--- src/rtl/mmul_seq_arb.sv ---
// Round-robin arbitrated, bit-serial interleaved modular multiplier: res_c = (a*b) mod P.
// Optional build macro MMUL_EARLY_TERM_EN: stop once the remaining multiplier bits are zero.
module mmul_seq_arb #(
  parameter int          W = 256,
  parameter logic [W-1:0] P = 256'hFFFFFFFE_FFFFFFFF_FFFFFFFF_FFFFFFFF_FFFFFFFF_00000000_FFFFFFFF_FFFFFFFF
) (
  input  logic         clk,
  input  logic         rst,
  input  logic         req0_valid,
  output logic         req0_ready,
  input  logic [W-1:0] req0_a,
  input  logic [W-1:0] req0_b,
  input  logic         req1_valid,
  output logic         req1_ready,
  input  logic [W-1:0] req1_a,
  input  logic [W-1:0] req1_b,
  output logic         res_valid,
  input  logic         res_ready,
  output logic [W-1:0] res_c,
  output logic         res_tag,
  output logic         busy
);

  localparam int             IW        = $clog2(W);
  localparam logic [IW-1:0]  ITER_LAST = IW'(W - 1);
  localparam logic [W:0]     P_EXT     = {1'b0, P};

  typedef enum logic [1:0] {IDLE, ADD, RED, DONE} state_t;

  state_t        state, state_next;
  logic          rr_last, tag;
  logic          grant, grant_valid, exit_red;
  logic [W-1:0]  a_r, b_r, acc_a, acc_b, b_red;
  logic [W:0]    c, c_red, b2;
  logic [IW-1:0] iter;

  // On a tie the requester that did not win last time gets the core.
  always_comb begin
    grant_valid = req0_valid | req1_valid;
    grant       = (req0_valid && req1_valid) ? ~rr_last : req1_valid;
    acc_a       = grant ? req1_a : req0_a;
    acc_b       = grant ? req1_b : req0_b;
    req0_ready  = (state == IDLE) && grant_valid && !grant;
    req1_ready  = (state == IDLE) && grant_valid && grant;
  end

  always_comb begin
    c_red = (c >= P_EXT) ? c - P_EXT : c;
    b2    = {b_r, 1'b0};
    b_red = (b2 >= P_EXT) ? W'(b2 - P_EXT) : b2[W-1:0];
`ifdef MMUL_EARLY_TERM_EN
    exit_red = (iter == ITER_LAST) || (a_r[W-1:1] == '0);
`else
    exit_red = (iter == ITER_LAST);
`endif
  end

  always_comb begin
    state_next = state;
    res_valid  = (state == DONE);
    res_c      = c[W-1:0];
    res_tag    = tag;
    busy       = (state != IDLE);
    case (state)
      IDLE: begin
        if (grant_valid) begin
`ifdef MMUL_EARLY_TERM_EN
          state_next = (acc_a == '0) ? DONE : ADD;
`else
          state_next = ADD;
`endif
        end
      end
      ADD:     state_next = RED;
      RED:     state_next = exit_red ? DONE : ADD;
      DONE:    if (res_ready) state_next = IDLE;
      default: state_next = IDLE;
    endcase
  end

  // c stays below 2P after ADD, so a single conditional subtract in RED restores c < P.
  always_ff @(posedge clk) begin
    if (rst) begin
      state   <= IDLE;
      rr_last <= 1'b1;
      a_r     <= '0;
      b_r     <= '0;
      c       <= '0;
      tag     <= 1'b0;
      iter    <= '0;
    end else begin
      state <= state_next;
      case (state)
        IDLE: begin
          if (grant_valid) begin
            rr_last <= grant;
            a_r     <= acc_a;
            b_r     <= acc_b;
            c       <= '0;
            tag     <= grant;
            iter    <= '0;
          end
        end
        ADD: c <= c + (a_r[0] ? {1'b0, b_r} : '0);
        RED: begin
          c    <= c_red;
          a_r  <= a_r >> 1;
          b_r  <= b_red;
          iter <= iter + IW'(1);
        end
        default: ;
      endcase
    end
  end

endmodule

--- config.mk ---
export PLATFORM = sky130hd
export DESIGN_NAME = mmul_seq_arb
export DESIGN_NICKNAME = d
export VERILOG_FILES = /design/src/rtl/mmul_seq_arb.sv
export SDC_FILE = /design/constraint.sdc
export NUM_CORES = 2
export LEC_CHECK = 0
export BUFFER_PORTS_ARGS = -buffer_cell sky130_fd_sc_hd__buf_4
export CAP_MARGIN = 20
export CORE_AREA = 2 2 499 501
export DETAILED_ROUTE_END_ITERATION = 10
export DIE_AREA = 0 0 501 503
export GPL_TIMING_DRIVEN = 0
export PLACE_DENSITY_LB_ADDON = 0.1
export SLEW_MARGIN = 40
export SYNTH_ARGS = -nofsm -noshare
export SYNTH_HDL_FRONTEND = slang
export SYNTH_SLANG_ARGS = --single-unit
export TNS_END_PERCENT = 20
--- constraint.sdc ---
create_clock -name clk -period 5.5 [get_ports clk]
set_input_delay 0 -clock clk [delete_from_list [all_inputs] [get_ports clk]]
set_output_delay 0 -clock clk [all_outputs]
set_load 0.05 [all_outputs]
Word-level counts from Yosys, hierarchy flattened
Cells that the tools add are included.
{ "word_totals": {"reg_bits": 781, "in_bits": 1029} }
{ "classes": {"bitwise": 2, "order_cmp": 2, "n_eq_ne": 7, "addsub": 4, "n_reduce_logical": 13, "mux": 18} }
{ "ops": {"columns": ["operator", "n"], "rows": [
  ["two-way mux 256 bit", 6],
  ["one-hot mux 256 bit (2 select lines)", 2],
  ["one-hot mux 257 bit (3 select lines)", 1],
  ["greater-or-equal comparator 257 x 256 -> 1 bit (second input constant)", 2],
  ["two-way mux 257 bit", 2],
  ["adder 257 x 256 -> 257 bit", 1],
  ["subtractor 257 x 256 -> 257 bit (second input constant)", 1],
  ["subtractor 256 bit (second input constant)", 1],
  ["one-hot mux 8 bit (2 select lines)", 1],
  ["adder 8 x 1 -> 8 bit (second input constant)", 1],
  ["== test 8 bit (second input constant)", 1],
  ["two-way mux 8 bit", 1],
  ["one-hot mux 2 bit (4 select lines)", 1],
  ["two-way mux 2 bit", 3],
  ["AND reduction 2 bit", 3],
  ["== test 2 bit (second input constant)", 2],
  ["logical AND 1 bit", 4],
  ["!= test 2 bit (second input constant)", 2],
  ["nonzero test 2 bit", 2],
  ["AND reduction 3 bit", 1],
  ["nonzero test 3 bit", 1],
  ["== test 2 x 1 -> 1 bit (second input constant)", 1],
  ["zero test 2 bit", 1],
  ["!= test 2 x 1 -> 1 bit (second input constant)", 1],
  ["other kinds (4)", 4]
]} }

Longest topological paths before layout
{ "depth": {"word_depth": 5, "depth_mapped": 22, "depth_no_buf": 19} }

Least setup slack after synthesis
OpenSTA, ideal clock, no wires.
{ "synth_timing": {"kind": "reg-to-reg", "startpoint": "register a_r[0]", "endpoint": "register c[252]", "setup_ns": 0.087, "stages_incl_launch_ff": 23, "n_path_buf": 3, "path_slack_ns": 0.548, "t_required_ns": 5.413, "arrival_time_ns": 4.865, "cell_sequence": "dfxtp_1 clkbuf_1 clkbuf_1 and2_1 ha_1 inv_1 fa_1 nor2b_1 o2111ai_1 a211o_1 and3_1 clkbuf_1 o21a_1 o21a_1 o31a_1 o31a_1 o21ai_1 a41o_1 a21oi_1 o31a_1 o21ai_1 nor4_1 o31ai_1"} }
{ "synth_via": {"elab_chain_cells": 3} }
{ "synth_lines": {"columns": ["element", "line", "rtl"], "rows": [
  ["start: declaration", "33", "logic [W-1:0] a_r, b_r, acc_a, acc_b, b_red;"],
  ["start signal: assignment", "107", "a_r <= a_r >> 1;"],
  ["two-way mux 256 bit", "104", "ADD: c <= c + (a_r[0] ? {1'b0, b_r} : '0);"],
  ["adder 257 x 256 -> 257 bit", "104", null],
  ["one-hot mux 257 bit (3 select lines)", "93", "case (state)"],
  ["end signal: assignment", "104", null],
  ["end signal: assignment", "106", "c <= c_red;"],
  ["end: declaration", "34", "logic [W:0] c, c_red, b2;"]
]} }
Every way passes these cells.
A chain may end at the register's enable or synchronous reset.

Final worst setup path
{ "layout_timing": {"startpoint": "register a_r[0]", "endpoint": "register c[242]"} }
Same word-level chain as after synthesis.

==> insert_results.sql <==
INSERT INTO impl_metrics (metric_group, metric, value, unit) VALUES
('timing', 'hold_violations', '0', ''),
('grt', 'grt_max_degree', '21', ''),
('synth', 'synth.top_cells.by_area', 'dfxtp_1, a21oi_1, nand2_1, nor2_1, ha_1', ''),
('floorplan', 'fp.dieH', '503', 'um'),
('floorplan', 'io_pins', '1290', ''),
('cells_and_area', 'flip_flop_and_latch_area', '15700', 'um^2'),
('grt', 'globalRouteTotalUtil', '0.432', ''),
('timing', 'finalSetupViolCount', '25', ''),
('timing', 'worst_hold_slack', '38.3', 'ps'),
('route', 'totalWireLength', '576', 'mm'),
('grt', 'grt-ovfl-total', '0', ''),
('cells_and_area', 'final_net_count', '14907', ''),
('synth', 'syn-cell-area', '70100', 'um^2'),
('floorplan', 'core.rowCount', '183', ''),
('outcome', 'outcome', 'finished, violations left', ''),
('timing', 'final-max-slew-violation-count', '0', ''),
('power', 'sw_frac_of_total', '0.426', ''),
('clock_network', 'worstSkewPairLatency', '860', 'ps'),
('synth', 'synth_async_sr_flop_share', '0', ''),
('floorplan', 'core_area', '247000', 'um^2'),
('power', 'netSwitchingPower', '10.9', 'mW'),
('clock_network', 'cts_htree_levels', '3', ''),
('timing', 'grt_setup_unrepaired', 'true', ''),
('route', 'detailedRoute.firstPassIterationCount', '7', ''),
('clock_network', 'clkSinkCount', '781', ''),
('cells_and_area', 'layout-area-overhead-vs-synth', '47.4', '%'),
('grt', 'first_pass_grt_wire_length', '763', 'mm'),
('synth', 'yosysSeqAreaShare', '0.223', ''),
('clock_network', 'clockRootBuffer', 'clkbuf_16', ''),
('synth', 'synth_top_cell_area_share', '0.223', ''),
('outcome', 'violations', 'negative setup slack', ''),
('synth', 'netlist.top_cell.by_area', 'dfxtp_1', ''),
('route', 'initialDrtViolationCount', '11583', ''),
('grt', 'antenna_violations_before_repair', '135', ''),
('power', 'power.combinational.fraction', '0.400', ''),
('power', 'reg_power_frac', '0.280', ''),
('critical_path', 'cp.arrival', '6400', 'ps'),
('power', 'power_frac_clock', '0.320', ''),
('route', 'drcViolationCount', '0', ''),
('timing', 'skew', '85.6', 'ps'),
('place', 'pre_cts_ws', '-2430', 'ps'),
('synth', 'synth_top_cells_by_count', 'a21oi_1, nand2_1, nor2_1', ''),
('synth', 'syn-num-nets', '12343', ''),
('timing', 'final_critical_path_setup_slack', '-257', 'ps'),
('place', 'placement.cell_area', '85600', 'um^2'),
('place', 'dpl.hpwl', '479', 'mm'),
('cells_and_area', 'nFillCells', '26557', ''),
('timing', 'timing.final.crit_share', '1.05', ''),
('cells_and_area', 'layout_cells_sized_above_1', '0.189', ''),
('critical_path', 'crit_path_end_kind', 'flop', ''),
('route', 'postRouteAntennaNets', '0', ''),
('route', 'drt-vias-per-instance', '5.88', ''),
('power', 'intPower', '14.7', 'mW'),
('power', 'powerDensity', '247', 'nW/um^2'),
('clock_network', 'cts-root-to-sink-buffers', '3', ''),
('route', 'avgRoutedWirePerCell', '33.8', 'um'),
('power', 'vdd_ir_drop_max', '275', 'uV'),
('floorplan', 'floorplan.initialDensity', '0.284', ''),
('clock_network', 'cts_tree', 'yes', ''),
('synth', 'ys_ff_latch', '781', ''),
('critical_path', 'kind_of_start_point_of_the_critical_path', 'flop', ''),
('timing', 'clock.fmax', '174', 'MHz'),
('timing', 'max_slew.worst_pin.slew', '994', 'ps'),
('synth', 'synth_top_flop_cell', 'dfxtp_1', ''),
('floorplan', 'die_footprint', '252000', 'um^2'),
('timing', 'layout_min_cycle_time', '5760', 'ps'),
('critical_path', 'worstSetupPathType', 'flop to flop', ''),
('cells_and_area', 'multiInputGateArea', '51800', 'um^2'),
('clock_network', 'tritoncts.num_buffers', '109', ''),
('synth', 'syn-instance-count', '11049', ''),
('route', 'route.vias.total', '100089', '');
==> power groups by stage <==
stage          Clock (mW)  Combinational [mW]  Sequential [mW]
2_1_floorplan           0                4.19             6.87
3_3_place_gp            0                8.20             7.20
3_5_place_dp            0                8.50             7.22
4_1_cts              8.16                9.80             7.10
5_1_grt              8.36                10.6             7.22
6_report             8.17                10.2             7.17
==> metal layers <==
layer / routed length (um) / part of all wire / GRT usage
met2: 247000 / 0.43 / 0.664
met4: 51400 / 0.089 / 0.328
met5: 309 / 0.00054 / 0
met1: 224000 / 0.39 / 0.523
met3: 53100 / 0.092 / 0.101
==> path summary, 6_finish.rpt <==
kind / start / endpoint / slack (ps) / cells after the start
worst max-delay path: a_r[0] / c[242] / -260 / 24
worst min-delay path: req1_b[4] / b_r[4] / 40 / 7
worst max register to register: a_r[0] / c[242] / -260 / 24
worst min register to register: a_r[148] / a_r[148] / 490 / 2
==> per-stage QoR <==
stage,TNS (ps),utilization,std cells
floorplan,0,-,11049
global placement,-1118600,0.339,15574
detailed placement,-382700,0.346,15633
CTS,-290,0.412,16907
global route,-1400,0.418,16983
finish,-1270,0.418,17031
==> cells by family after synthesis <==
family                   synth area share
XOR/XNOR                           0.0602
AND/OR/NAND/NOR                     0.311
buffers and inverters              0.0738
AO/OA/AOI/OAI                       0.284
adder cells (fa/ha/maj)            0.0474
flip-flops                          0.223
multiplexers                     0.000303
==> layout make-up <==
class	instances	share of cell area
Sequential cell	781	0.152
Clock inverter	48	0.00797
Buffer	911	0.0469
Clock buffer	157	0.0307
Tap cell	3237	0.0392
Inverter	147	0.00534
Multi-Input combinational cell	9162	0.502
Antenna cell	87	0.00211
Timing Repair Buffer	2501	0.215
==> critical path, cell delays in order (launching register included) <==
cell       delay (ps)
dfxtp_4           380
clkbuf_16         170
buf_16            170
clkbuf_16         170
and2_4            150
ha_4              130
inv_2              40
fa_2              370
nor2b_4           150
o2111ai_4         160
a21oi_2           200
nor2_4             60
o31a_1            320
o21a_4            260
o21ai_4           150
buf_12            160
a21oi_4            80
o21ai_4           240
nand4_1           660
o211ai_1          300
buf_4             190
a41oi_4           270
o31ai_4           410
xnor2_2           200
o221ai_1          130
==> layout by cell type (no fill, tap or decap), types with 38 or more instances in the layout <==
cell type / netlist / final
and3_1: 100 / 96
nand3_1: 302 / 298
a21oi_2: 1 / 51
xor2_1: 209 / 209
nor4_1: 93 / 58
o21ai_1: 18 / 49
nand2b_1: 48 / 47
nand2_1: 1966 / 1949
nand4_1: 268 / 268
clkbuf_2: 1 / 148
o22ai_1: 49 / 49
o21bai_1: 84 / 79
nor2_1: 1311 / 1268
ha_1: 264 / 227
clkbuf_1: 610 / 414
nor3_1: 244 / 208
buf_4: 257 / 1686
clkbuf_16: 0 / 112
buf_1: 60 / 54
diode_2: 0 / 87
and2_1: 295 / 278
or3_1: 40 / 38
and4_1: 44 / 39
o21ai_0: 565 / 506
a21o_1: 150 / 149
dlygate4sd3_1: 0 / 1024
xnor2_1: 273 / 268
dfxtp_1: 781 / 759
o21a_1: 44 / 40
a21oi_1: 2206 / 2147
inv_1: 147 / 146
a31oi_1: 59 / 42
==> sequential cells by signal, summed over array words and instances, names as in the netlist <==
name and count:
iter 8, rr_last 1, state 2, c 257, a_r 256, res_tag 1
b_r 256
==> what timing repair did <==
item	CTS	global route
cloned	1	1
setup endpoints to repair	372	232
endpoints found under the hold margin	519	0
setup buffers	70	57
gates resized for setup	335	258
hold buffers	1024	0
pin swaps	69	53
Note: power is estimated with default switching activity, not from simulation.
